<file path="config.mk">
export PLATFORM = sky130hd
export DESIGN_NAME = stepper_pulse_gen
export DESIGN_NICKNAME = d
export VERILOG_FILES = /design/src/rtl/stepper_pulse_gen.sv
export SDC_FILE = /design/constraint.sdc
export NUM_CORES = 1
export LEC_CHECK = 0
export ABC_CLOCK_PERIOD_IN_PS = 5700
export CAP_MARGIN = 20
export CORE_MARGIN = 4
export CORE_UTILIZATION = 55
export CTS_CLUSTER_SIZE = 25
export DETAILED_ROUTE_END_ITERATION = 16
export HOLD_SLACK_MARGIN = 0.03
export PLACE_DENSITY = 0.94
export SLEW_MARGIN = 20
export SYNTH_ARGS = -nofsm -noshare
export SYNTH_HDL_FRONTEND = slang
export SYNTH_SLANG_ARGS = --single-unit
</file>
<file path="constraint.sdc">
create_clock -name clk -period 5.7 [get_ports clk]
set_input_delay 1.425 -clock clk [delete_from_list [all_inputs] [get_ports clk]]
set_output_delay 1.425 -clock clk [all_outputs]
set_load 0.02 [all_outputs]
</file>
<file path="src/rtl/stepper_pulse_gen.sv">
// Step/direction pulse generator: runs one motion job at a time on one of CH channels,
// emitting pulse_num step pulses of 2*half_period cycles after a direction setup delay.
//
// state | meaning
// IDLE  | ready, waiting for an accepted start
// SETUP | en_o/dir_o driven, holding off SETUP_CYC cycles before the first step
// HIGH  | step output high for hp cycles
// LOW   | step output low for hp cycles
// DONE  | one-cycle done pulse, enable still asserted
module stepper_pulse_gen #(
  parameter int CH        = 6,
  parameter int CNT_W     = 16,
  parameter int DIV_W     = 16,
  parameter int SETUP_CYC = 4
) (
  input  logic                                clk,
  input  logic                                rst,
  input  logic                                start,
  input  logic [(CH > 1 ? $clog2(CH) : 1)-1:0] sel,
  input  logic [CNT_W-1:0]                    pulse_num,
  input  logic [DIV_W-1:0]                    half_period,
  input  logic                                dir,
  input  logic                                abort,
  output logic                                ready,
  output logic                                busy,
  output logic                                done,
  output logic                                aborted,
  output logic                                err,
  output logic [CH-1:0]                       pu,
  output logic [CH-1:0]                       en_o,
  output logic [CH-1:0]                       dir_o,
  output logic [CNT_W-1:0]                    pulses_sent
);

  localparam int SEL_W = (CH > 1) ? $clog2(CH) : 1;
  localparam int SU_W  = $clog2(SETUP_CYC + 1);
  localparam int TMR_W = (DIV_W > SU_W) ? DIV_W : SU_W;
  localparam logic [SEL_W:0] CH_L = (SEL_W+1)'(CH);

  typedef enum logic [2:0] {S_IDLE, S_SETUP, S_HIGH, S_LOW, S_DONE} state_t;

  state_t           state, state_d;
  logic [SEL_W-1:0] sel_r, sel_r_d;
  logic [CNT_W-1:0] num_r, num_r_d;
  logic [DIV_W-1:0] hp_r, hp_r_d;
  logic [TMR_W-1:0] tmr, tmr_d;
  logic             abort_pend, abort_pend_d;
  logic [CNT_W-1:0] pulses_sent_d;
  logic             ready_d, busy_d, done_d, aborted_d, err_d;
  logic [CH-1:0]    pu_d, en_d, dir_o_d;
  logic [CH-1:0]    sel_mask, ch_mask;
  logic [DIV_W-1:0] hp_in;
  logic [TMR_W-1:0] hp_tmr;
  logic             sel_bad, tmr_zero;

  assign sel_bad  = ({1'b0, sel} >= CH_L);
  assign sel_mask = CH'(1) << sel;
  assign hp_in    = (half_period == '0) ? DIV_W'(1) : half_period;
  assign hp_tmr   = TMR_W'(hp_r) - TMR_W'(1);
  assign tmr_zero = (tmr == '0);

  always_comb begin
    state_d       = state;
    sel_r_d       = sel_r;
    num_r_d       = num_r;
    hp_r_d        = hp_r;
    tmr_d         = tmr;
    abort_pend_d  = abort_pend;
    pulses_sent_d = pulses_sent;
    aborted_d     = aborted;
    err_d         = 1'b0;
    en_d          = en_o;
    dir_o_d       = dir_o;
    case (state)
      S_IDLE: begin
        if (start) begin
          if (sel_bad) begin
            err_d = 1'b1;
          end else begin
            aborted_d     = 1'b0;
            pulses_sent_d = '0;
            abort_pend_d  = 1'b0;
            if (pulse_num == '0) begin
              state_d = S_DONE;
            end else begin
              sel_r_d = sel;
              num_r_d = pulse_num;
              hp_r_d  = hp_in;
              tmr_d   = TMR_W'(SETUP_CYC - 1);
              en_d    = sel_mask;
              dir_o_d = dir ? (dir_o | sel_mask) : (dir_o & ~sel_mask);
              state_d = S_SETUP;
            end
          end
        end
      end
      S_SETUP: begin
        if (abort) begin
          aborted_d = 1'b1;
          state_d   = S_DONE;
        end else if (tmr_zero) begin
          tmr_d   = hp_tmr;
          state_d = S_HIGH;
        end else begin
          tmr_d = tmr - TMR_W'(1);
        end
      end
      S_HIGH: begin
        // an abort here only takes effect once the high phase has run its full length
        if (abort) abort_pend_d = 1'b1;
        if (tmr_zero) begin
          pulses_sent_d = pulses_sent + CNT_W'(1);
          if (abort || abort_pend) begin
            aborted_d = 1'b1;
            state_d   = S_DONE;
          end else begin
            tmr_d   = hp_tmr;
            state_d = S_LOW;
          end
        end else begin
          tmr_d = tmr - TMR_W'(1);
        end
      end
      S_LOW: begin
        if (tmr_zero && (pulses_sent == num_r)) begin
          state_d = S_DONE;
        end else if (abort) begin
          aborted_d = 1'b1;
          state_d   = S_DONE;
        end else if (tmr_zero) begin
          tmr_d   = hp_tmr;
          state_d = S_HIGH;
        end else begin
          tmr_d = tmr - TMR_W'(1);
        end
      end
      S_DONE: begin
        abort_pend_d = 1'b0;
        en_d         = '0;
        state_d      = S_IDLE;
      end
      default: state_d = S_IDLE;
    endcase

    ch_mask = CH'(1) << sel_r_d;
    pu_d    = (state_d == S_HIGH) ? ch_mask : '0;
    ready_d = (state_d == S_IDLE);
    busy_d  = ~ready_d;
    done_d  = (state_d == S_DONE);
  end

  always_ff @(posedge clk or negedge rst) begin
    if (!rst) begin
      state       <= S_IDLE;
      sel_r       <= '0;
      num_r       <= '0;
      hp_r        <= '0;
      tmr         <= '0;
      abort_pend  <= 1'b0;
      ready       <= 1'b1;
      busy        <= 1'b0;
      done        <= 1'b0;
      aborted     <= 1'b0;
      err         <= 1'b0;
      pu          <= '0;
      en_o        <= '0;
      dir_o       <= '0;
      pulses_sent <= '0;
    end else begin
      state       <= state_d;
      sel_r       <= sel_r_d;
      num_r       <= num_r_d;
      hp_r        <= hp_r_d;
      tmr         <= tmr_d;
      abort_pend  <= abort_pend_d;
      ready       <= ready_d;
      busy        <= busy_d;
      done        <= done_d;
      aborted     <= aborted_d;
      err         <= err_d;
      pu          <= pu_d;
      en_o        <= en_d;
      dir_o       <= dir_o_d;
      pulses_sent <= pulses_sent_d;
    end
  end

endmodule
</file>
======== Word-level counts from Yosys, hierarchy flattened ========
Cells that the tools add are included.
W data, S select, Z words.
word-level totals
  register bits ........................... 94
  input bits .............................. 40
  output and inout port bits .............. 39
  word-level logic and storage cells ...... 104
cells by class
  add/sub/neg operators ................... 3
  order comparisons ....................... 1
  eq/ne operators ......................... 15
  shift-type cells ........................ 2
  multiplexer cells ....................... 45
  bitwise logic cells ..................... 6
  reductions and logical operators ........ 17
operator list
  operator                 number
  $mux W16                 12
  $pmux W16 S4             1
  $logic_not A16 Y1        3
  $mux W3                  12
  $pmux W16 S2             1
  $sub A16 B1 Y16 const B  2
  $mux W6                  5
  $add A16 B1 Y16 const B  1
  $eq A16 B16 Y1           1
  $reduce_and A4 Y1        4
  $ne A2 B2 Y1 const B     7
  $pmux W3 S4              1
  $pmux W6 S2              1
  $reduce_and A6 Y1        2
  $shl A1 B3 Y6 const A    2
  $mux W1                  10
  $eq A3 B2 Y1 const B     3
  $and A6 B6 Y6            1
  $eq A3 B3 Y1 const B     2
  $logic_not A3 Y1         2
  $not A6 Y6               1
  $or A6 B6 Y6             1
  $pmux W1 S4              1
  $reduce_bool A2 Y1       2
  other kinds (9)          11

======== Depth between registers and ports, before layout ========
  depth after elaboration ................. 7
  mapped depth ............................ 15
  mapped depth without buffers ............ 12

======== Least setup slack after synthesis ========
Ideal clock, no wire load.
  path type ............................... input to register
  from .................................... input sel[2] (netlist bit)
  to ...................................... register pu[0]
  setup time .............................. 101 ps
  arrival ................................. 3012 ps
  data required time ...................... 5599 ps
  path slack .............................. 2587 ps
  stages on the path ...................... 8
  buffers on the path ..................... 3
  cells stage by stage .................... clkbuf_1 nand2_1 and3_1 buf_4 nand2_1 buf_2 mux2_2 nor4_1
between the ends
  cells in the longest elaborated chain, start to end .. 6
  elaborated cells between the ends (all ways) .. 11
  classes of those cells .................. order compare (1); eq/ne (1); shift (1); mux (8)
RTL lines
  what                                     RTL line  text
  start: declaration                       19        input logic [(CH > 1 ? $clog2(CH) : 1)-1:0] sel,
  $ge A3 B3 Y1 or $mux W3 (tied branches)  56, 83
  $mux W3 (*)                              77        if (sel_bad) begin
  $mux W3 (*)                              76        if (start) begin
  $mux W3 (*)                              74        case (state)
  net sel_r_d[2]                           43        logic [SEL_W-1:0] sel_r, sel_r_d;
  $shl A1 B3 Y6 (*)                        145       ch_mask = CH'(1) << sel_r_d;
  $mux W6 (*)                              146       pu_d = (state_d == S_HIGH) ? ch_mask : '0;
  net pu_d[0]                              50        logic [CH-1:0] pu_d, en_d, dir_o_d;
  end signal: assignment                   181       pu <= pu_d;
  end: declaration                         29        output logic [CH-1:0] pu,
Mark *: on every way through the listed nets, which the timed path passes. The rest lies on a longest branch.
A chain may end at the register's enable or synchronous reset.

======== Worst setup path in the final report ========
  from .................................... input sel[2] (netlist bit)
  to ...................................... register pu[2]
between the ends
  cells in the longest elaborated chain, start to end .. 6
  elaborated cells between the ends (all ways) .. 11
  classes of those cells .................. order compare (1); eq/ne (1); shift (1); mux (8)
RTL lines
  what            RTL line  text
  $ge A3 B3 Y1    56        assign sel_bad = ({1'b0, sel} >= CH_L);
  $mux W3         77
  $mux W3         76
  $mux W3         74
  net sel_r_d[0]  43
  $shl A1 B3 Y6   145
  $mux W6         146
  net pu_d[2]     50
The timed path passes the listed nets, and every way through them passes these cells.

==> qor.yml <==
status: "completed"
place_area_um2: 5800
rsz0062_at_grt: "false"
vias_per_cell: 6.46
coreArea_um2: 8760
synth.distinct_cells: 68
wl_met3_um: 986
irDropWorstVdd_mv: 0.219
grt_pass1_wl_mm: 21.7
io_pins: 79
drt_first_pass_iters: 6
hold_viol: 0
fin_nets: 589
wl_met2_mm: 6.62
area_delta_synth_final_pct: 20.0
top_layer: "met4"
cts_tree: "yes"
fin_area_um2: 6000
drive_gt1_share_pct: 14.3
antenna_cells: 0
cts_sinks: 94
power_density_nw_per_um2: 463
slowest_delay_ns: 0.65
clkLatencyLatePin_ns: 0.37
grt_max_degree: 62
setup_viol: 0
portBuffers: 78
antenna_found_initial: 0
dieWidth_um: 103
crit_fanout: 19
drt-total-wl_mm: 13.2
cts-root-buf: "clkbuf_8"
maxCapViolations: 0
drt-initial-drc-count: 330
slew_headroom_pct: 46.2
drt-wirelength-per-cell_um: 20.0
cp.required_ns: 5.95
synth-edff-count: 0
cts_hold_buf: 0
ant_nets: 0
drt_drc_violations_left: 0
multi_input_area_um2: 2460
postCtsSetupBuffers: 0
ys.flop_type: "dfrtp_1"
ctsHtreeMaxLevel: 3
worst_pin_slew_ns: 0.807
cp.arrival_ns: 4.09
grt_pass1_vias: 4437
cp-end-kind: "register"
die-area_um2: 10700
cts_buffers: 9
crit_top_cell: "nand2_1"
worst_setup_path_start_kind: "primary input"
grtUsageTotal_pct: 26.2
wl_met1_mm: 5.11
synthArstFlopShare_pct: 100
place_congestion: 0.944
synth-warning-count: 0
maxSlewViolCount: 0
clk_pin_slew_ns: 0.10
dp_hpwl_mm: 9.45
fill_cells: 625
syn_nets: 520
synth.ff_latch_count: 94
syn_inst: 478
vias: 4263
tns_ns: 0
yosysSeqAreaShare_pct: 47.1
overflow: 0
clockBufferDepth: 2
rows: 34
cts_resized: 0
hp-class: "reg -> reg"
finalCriticalPeriod_ns: 3.85
max_freq_mhz: 260
holdWs_ns: 0.493
initial_core_util_pct: 57.0
crit_type: "in -> reg"
die_h_um: 103
avgSynthCellArea_um2: 10.5
p_leak_nw: 2.53
synth_area_um2: 5000
fin_crit_sh_pct: 67.5
skew_ns: 0.00879
regArea_um2: 2350
crit_chain: "clkdlybuf4s50_1, nand2_1, and3_1, nand2_1, mux2i_1, inv_1, nor4_1"
worst_path_max_delay_cell: "and3_1"
[critical path: cells and delay by family]
family	cells	cell delay [ns]
muxes	1	0.40
and+or+nand+nor	4	1.57
buffers and inverters	2	0.69
[cells in the final DEF, fill, tap and decap left out, types with 3 or more instances in the layout]
cell type,instances
nand2b_1,5
nor2_1,43
clkdlybuf4s50_1,77
and4_1,5
inv_6,5
a21o_1,4
nand3_1,13
nand2_1,33
and3_1,12
mux2_2,39
dfrtp_1,93
mux2i_1,9
nand4_1,7
o21ai_0,11
xnor2_1,14
xor2_1,16
inv_1,19
nor4_1,18
a211oi_1,5
nor3_4,3
o22ai_1,9
nor3_1,20
a31oi_1,6
o211ai_1,3
a21oi_1,14
clkbuf_8,9
o31ai_1,4
buf_4,3
[cell usage after synthesis, types with 2 or more instances]
cell / n / area [µm²]
nor4_1: 18 / 113
o221ai_1: 2 / 17.5
nand2_1: 33 / 124
buf_4: 5 / 37.5
nand4_1: 7 / 43.8
or3_1: 2 / 12.5
and3_1: 12 / 75.1
o211ai_2: 2 / 25.0
nor3_1: 21 / 105
a211oi_1: 5 / 37.5
nand2b_1: 5 / 31.3
o211ai_1: 3 / 22.5
nor3_4: 3 / 48.8
and4_1: 5 / 43.8
a21o_1: 4 / 30.0
o22ai_2: 2 / 25.0
o22ai_1: 9 / 56.3
o31ai_1: 4 / 30.0
clkbuf_1: 7 / 26.3
o2bb2ai_1: 2 / 17.5
xor2_1: 16 / 140
o21ai_0: 11 / 55.1
a41oi_1: 2 / 17.5
mux2i_1: 9 / 90.1
nor2_1: 43 / 161
dfrtp_1: 93 / 2330
or4_1: 2 / 15.0
nand3_1: 13 / 65.1
nor3b_1: 2 / 15.0
a21oi_1: 14 / 70.1
mux2_2: 39 / 439
a31oi_1: 6 / 37.5
a22o_1: 2 / 17.5
inv_1: 19 / 71.3
xnor2_1: 14 / 123
ha_1: 2 / 25.0
buf_2: 9 / 45.0
[worst paths after layout]
| kind | start | to | slack [ns] | depth (start not counted) |
|---|---|---|---|---|
| setup / recovery | sel[2] | pu[2]$_DFF_PN0_ | 1.85 | 7 |
| hold / removal | en_o[0]$_DFFE_PN0P_ | en_o[0]$_DFFE_PN0P_ | 0.49 | 1 |
| setup reg to reg | tmr[8]$_DFFE_PN0P_ | tmr[12]$_DFFE_PN0P_ | 1.92 | 11 |
| hold reg to reg | en_o[0]$_DFFE_PN0P_ | en_o[0]$_DFFE_PN0P_ | 0.49 | 1 |
| max in group asynchronous | rst | done$_DFF_PN0_ | 3.64 | 2 |
| min in group asynchronous | rst | async pin | 1.12 | 1 |
[power by group]
| part | leakage, nW | total (mW) | internal [mW] | switching, mW |
|---|---|---|---|---|
| registers | 1.20 | 1.12 | 0.890 | 0.232 |
| clock network | 0.0936 | 0.439 | 0.170 | 0.269 |
| logic | 1.24 | 1.21 | 0.523 | 0.690 |
[area by class of cell]
cell class                 instances  area share, %
multi-input combinational        343           41.0
sequential                        94           39.3
timing repair buffer              80           13.2
tap                              108           2.25
clock buffer                       9           2.07
inverter                          19           1.19
clock inverter                     7           1.04
[flip-flops by register name (all words and copies together), names as in the netlist, 3 cells and up, named ones only]
name and flops:
en_o 6, num_r 16, state 3, pulses_sent 16, hp_r 16, sel_r 3, tmr 16, pu 6
[routing by layer]
metal	vias up	track usage [%]
li1	1887	-
met1	2095	32.6
met2	231	43.2
met3	50	5.77
met4	0	13.3
met5	-	0
[kinds of logic after synthesis]
logic type,count (synthesis),synth area share (%)
buf+inv,41,3.83
flops,94,47.1
simple gates,181,20.7
mux,49,10.9
compound gates,81,11.7
xor+xnor,30,5.26
fa+ha+maj,2,0.501
[through the flow]
step	util (%)	setup slack, ns	power (mW)	cells
6_report	68.4	1.85	2.77	660
5_1_grt	68.4	1.58	2.94	660
2_1_floorplan	-	2.59	1.97	478
3_3_place_gp	66.2	1.68	2.21	644
3_5_place_dp	66.2	1.49	2.31	644
4_1_cts	68.4	1.85	2.75	660
(Power assumes the default switching activity.)
